**config.mk**
```make
export PLATFORM = sky130hd
export DESIGN_NAME = ic_l2_refill
export DESIGN_NICKNAME = d
export VERILOG_FILES = /design/src/rtl/ic_l2_refill.sv
export SDC_FILE = /design/constraint.sdc
export NUM_CORES = 1
export LEC_CHECK = 0
export CORE_AREA = 2 2 121 123
export DETAILED_ROUTE_END_ITERATION = 10
export DIE_AREA = 0 0 123 125
export MAX_ROUTING_LAYER = met4
export PLACE_DENSITY = 0.79
export REMOVE_ABC_BUFFERS = 1
export SYNTH_ARGS = -nofsm -noshare
export SYNTH_HDL_FRONTEND = slang
export SYNTH_SLANG_ARGS = --single-unit
```
**constraint.sdc**
```tcl
create_clock -name clk -period 3.31 [get_ports clk]
set_clock_uncertainty 0.15 [all_clocks]
set_input_delay 0.993 -clock clk [delete_from_list [all_inputs] [get_ports clk]]
set_output_delay 0.993 -clock clk [all_outputs]
set_load 0.02 [all_outputs]
```
**src/rtl/ic_l2_refill.sv**
```systemverilog
// ic_l2_refill: I-cache line refill engine; fetches a 4x32 line critical-word-first
// over the shared memory port, then pulses l2_rdy and w_complete.
module ic_l2_refill #(
    parameter bit CWF    = 1'b1,
    parameter int ADDR_W = 30
) (
    input  logic              clk,
    input  logic              rst,
    input  logic              irq,
    input  logic [27:0]       l2_addr,
    input  logic              dc_req,
    output logic              ic_en,
    output logic              l2_rdy,
    output logic [127:0]      data_wd_l2,
    output logic              w_complete,
    output logic              mem_req,
    output logic [ADDR_W-1:0] mem_addr,
    input  logic              mem_ack,
    input  logic [31:0]       mem_rdata
);
    typedef enum logic [1:0] {IDLE, FILL, DONE, COMMIT} state_t;
    state_t       r_state, w_next;
    logic [25:0]  r_line;
    logic [1:0]   r_start, r_cnt;
    logic [127:0] r_data;
    logic [1:0]   w_word;
    logic         w_accept, w_beat;
    assign w_word     = r_start + r_cnt;
    assign w_accept   = r_state == IDLE && irq && !dc_req;
    assign w_beat     = r_state == FILL && mem_ack;
    assign data_wd_l2 = r_data;
    always_comb begin
        w_next     = r_state;
        ic_en      = r_state != IDLE;
        mem_req    = r_state == FILL;
        l2_rdy     = r_state == DONE;
        w_complete = r_state == COMMIT;
        mem_addr   = mem_req ? ADDR_W'({r_line, w_word}) : '0;
        unique case (r_state)
            IDLE:    w_next = w_accept ? FILL : IDLE;
            FILL:    w_next = (w_beat && r_cnt == 2'd3) ? DONE : FILL;
            DONE:    w_next = COMMIT;
            default: w_next = IDLE;
        endcase
    end
    always_ff @(posedge clk or negedge rst) begin
        if (!rst) begin
            r_state <= IDLE;
            r_line  <= '0;
            r_start <= '0;
            r_cnt   <= '0;
            r_data  <= '0;
        end else begin
            r_state <= w_next;
            if (w_accept) begin
                r_line  <= l2_addr[27:2];
                r_start <= CWF ? l2_addr[1:0] : 2'd0;
                r_cnt   <= '0;
            end
            // the 2-bit counter wraps back to 0 on the last beat
            if (w_beat) begin
                r_data[{w_word, 5'd0} +: 32] <= mem_rdata;
                r_cnt                        <= r_cnt + 2'd1;
            end
        end
    end
endmodule
```
# After elaboration in Yosys (flattened, before gate mapping)
# Cells that the tools add are included.
[op_classes]
n_mux = 7
n_eq_ne = 4
n_addsub = 3
shift = 2
reduce_logical = 8
[ops]
columns = ["op", "n"]
rows = [
  ["$bwmux 128", 1],
  ["$shift 32x9->128 const A", 1],
  ["$shiftx 32x9->128", 1],
  ["$mux 28", 1],
  ["$neg 7->9", 1],
  ["$eq 2x2->1 const B", 3],
  ["$mux 2", 3],
  ["$pmux 2 s3", 1],
  ["$logic_and 1x1->1", 4],
  ["$reduce_bool 2->1", 2],
  ["$add 2x1->2 const B", 1],
  ["$add 2x2->2", 1],
  ["$eq 2x1->1 const B", 1],
  ["$logic_not 2->1", 1],
  ["$logic_not 1->1", 1],
  ["$mux 1", 1],
]
[totals]
in_bits = 65
word_cells = 29
out_inout_bits = 162
ff_bits = 160

# Depth between registers and ports, before layout
[depth]
word_depth = 5
ltp_mapped = 9
mapped_depth_nobuf = 8

# Least setup slack after synthesis
# No wires, ideal clock.
[synth_path]
path_kind = "register -> output"
from = "register r_state[0]"
to = "output port mem_addr[19]"
stages_incl_launch_ff = 5
t_required_ns = 2.167
n_path_buf = 2
setup_slack_ns = 0.679
t_arrival_ns = 1.488
path_cell_list = "dfrtp_1 > buf_6 > nor2b_1 > clkbuf_1 > and2_1"
[synth_between]
elab_chain_len = 2
[synth_rtl]
columns = ["element", "line", "text"]
rows = [
  ["start, declared", "22", "state_t r_state, w_next;"],
  ["start signal, assigned", "54", "r_state <= w_next;"],
  ["$eq 2x1->1", "35", "mem_req = r_state == FILL;"],
  ["via mem_req", "16", "output logic mem_req,"],
  ["$mux 28", "38", "mem_addr = mem_req ? ADDR_W'({r_line, w_word}) : '0;"],
  ["end, declared", "17", "output logic [ADDR_W-1:0] mem_addr,"],
]
# The timed path passes the listed nets, and every way through them passes these cells.

# Final worst setup path
[layout_path]
from = "register r_state[1]"
to = "output port mem_addr[21]"
[layout_between]
elab_chain_len = 2
[layout_rtl]
columns = ["element", "line"]
rows = [
  ["$eq 2x1->1", "35"],
  ["$mux 28", "38"],
]
# No other way between the ends.

==> flow_summary.toml <==
[placement]
placed_cells = 809
post-place-ws_ns = 0.314
place.gp.congestion = 0.779
dp_hpwl_um = 11200
port_buffers = 224

[routing]
vias = 4587
drt_iter0_drc = 371
ant_nets = 0
drc = 0
drtPass1Iterations = 4
via_per_inst = 5.45
routedWlPerCell_um = 20.3
wl_um = 17100

[global_route]
overflow = 0
grt_max_degree = 161
track_usage_pct = 23.6
grt_pass1_wl_um = 26900
antenna_found_initial = 0
grt_pass1_vias = 4864

[floorplan]
fp.coreArea_mm2 = 0.0142
io_pins = 227
die-area_mm2 = 0.0154
die_h_um = 125
dieWidth_um = 123
row_count = 44
start_util_pct = 43.9

[min_path]
hold_end = "r_line[8]"
worstHoldPathCells = 1
worstHoldStart = "r_line[8]"
hp-class = "flop to flop"

[pwr]
combPwrFrac_pct = 46.1
p_sw_share_pct = 36.5
leakage_nw = 4.28
power.share.clock_pct = 21.2
power_switching_mw = 3.22
p_per_area_mw_per_mm2 = 953
p_int_mw = 5.61
irDropWorstVdd_v = 0.000630
p_seq_share_pct = 32.8

[logic_synthesis]
syn_area_per_cell_um2 = 14.9
ys_seq_elements = 160
synthCells = 419
yosysSeqAreaShare_pct = 64.2
ys_types = 29
yosysWarnings = 0
syn_area_mm2 = 0.00624

[clock_tree]
cts.clk_slew.worst_paths_ns = 0.06
clk_latency_ns = 0.41
cts.sinks = 160
post_cts_buffers = 0
cts_root_buffer = "clkbuf_16"
cts_htree_levels = 4
cts_tree = "built"
cts_buffer_depth = 2
cts_buffers = 17
postCtsHoldBufs = 0

[sta]
fmax_mhz = 311
period_needed_ns = 3.22
relSlewSlack_pct = 40.8
finalCritPeriodShare_pct = 97.2
setup_ws_ns = 0.0924
rsz0062_at_grt = "false"
finalSetupViolCount = 0
hold_violations = 0
maxSlewViolCount = 0
worst_pin_slew_ns = 0.888

[critical_path]
cp-end-kind = "output pin"
r2r_slack_ns = 0.71
reg2reg_depth = 7
required_ns = 2.17
crit_slowest_cell = "clkdlybuf4s50_1"
cp.arrival_ns = 2.07
reg2reg_from = "r_cnt[0]"
crit_path_cell_trace = "nor2b_4 > buf_6 > and2_1 > clkdlybuf4s50_1"
path_max_fanout = 17
crit_buf_inv = 2
slowest_delay_ns = 0.61
cp_top_family = "buffers and inverters"
cp-start-kind = "flop"
path_depth = 4
timing.rr.end = "data_wd_l2[0]"
crit_type = "flop to output pin"

[finish]
fin_nets = 717
antennaDiodeCount = 0
fin_util_pct = 65.3
drive_gt1_share_pct = 13.8
final_common_cell = "clkdlybuf4s50_1"
mostFrequentLayoutCells = "clkdlybuf4s50_1, dfrtp_1, a22o_1, and2_1, mux2_2"
area_growth_pct = 48.6
instances_no_fill = 842

[status]
status = "finished clean"

[flow_run]
cap_violations = 0
==> power by group through the flow <==
stage	clock network [mW]	logic, mW	registers [mW]
finish	1.87	4.07	2.90
CTS	1.92	4.08	2.89
global route	2.00	4.33	2.96
global placement	0	3.95	2.89
detailed placement	0	4.05	2.91
floorplan	0	1.70	3.33
==> registers in the layout, indices dropped and copies added (netlist names) <==
| name | count |
|---|---|
| r_line | 26 |
| r_start | 2 |
| data_wd_l2 | 128 |
| r_cnt | 2 |
| r_state | 2 |
==> layout make-up <==
class	count	area (um2)
timing repair buffer	241	2420
multi-input combinational	221	2020
sequential	160	4010
clock buffer	20	467
tap	184	230
clock inverter	12	111
fill	1028	4930
inverter	4	15.0
==> how the worst max path moves through the flow <==
stage | from | to
global placement | mem_ack | data_wd_l2[88]
detailed placement | mem_ack | data_wd_l2[91]
CTS | r_state[1] | mem_addr[26]
global route | r_state[1] | mem_addr[13]
floorplan | r_cnt[0] | data_wd_l2[0]
finish | r_state[1] | mem_addr[21]
==> routing by layer <==
| layer | track usage [%] | wire length (um) | vias up |
|---|---|---|---|
| li1 | - | - | 2019 |
| met1 | 30.1 | 7140 | 2356 |
| met2 | 35.3 | 8240 | 193 |
| met3 | 7.89 | 1440 | 19 |
| met4 | 7.95 | 238 | 0 |
| met5 | - | 0 | - |
==> per-stage QoR <==
| stage | power [mW] | setup TNS, ns | area [um2] | hold WS (ns) |
|---|---|---|---|---|
| final | 8.84 | 0 | 9270 | 0.347 |
| after global routing | 9.30 | 0 | 9270 | 0.362 |
| after CTS | 8.89 | 0 | 9240 | 0.352 |
| after detailed placement | 6.96 | 0 | 8650 | 0.338 |
| after global placement | 6.84 | 0 | 8650 | 0.332 |
| after floorplan | 5.03 | -8.10 | 6020 | 0.322 |
==> Yosys cell counts <==
cell type  number  area [um2]
dfrtp_1       160        4000
a22o_1        128        1120
and2_1         28         175
mux2_2         28         315
clkbuf_1       15        56.3
buf_6           8        90.1
buf_4           7        52.6
ha_1            7        87.6
buf_2           5        25.0
inv_1           4        15.0
nand2_1         4        15.0
nand4b_4        3        71.3
nor2b_1         3        18.8
a21oi_1         2        10.0
nor2_1          2        7.51
nor4b_4         2        47.6
a21o_1          1        7.51
a31o_2          1        8.76
a32o_1          1        10.0
conb_1          1        3.75
nand4b_2        1        15.0
nand4bb_1       1        11.3
nor3_1          1        5.00
nor4_4          1        21.3
nor4b_2         1        15.0
o21ai_0         1        5.00
or2_2           1        6.26
xnor2_1         1        8.76
xor2_1          1        8.76
==> cell families after synthesis <==
family | count (synthesis) | share of synthesized area, %
flops | 160 | 64.2
buf+inv | 39 | 3.83
mux | 28 | 5.05
other cells | 1 | 0.0601
fa+ha+maj | 7 | 1.40
xor+xnor | 2 | 0.281
compound gates | 134 | 18.6
simple gates | 48 | 6.56
==> what timing repair did <==
action	in CTS	in global routing
gates resized for setup	2	12
cloned	0	1
endpoints found under the setup margin	28	28
Note: power is estimated with default switching activity, not from simulation.
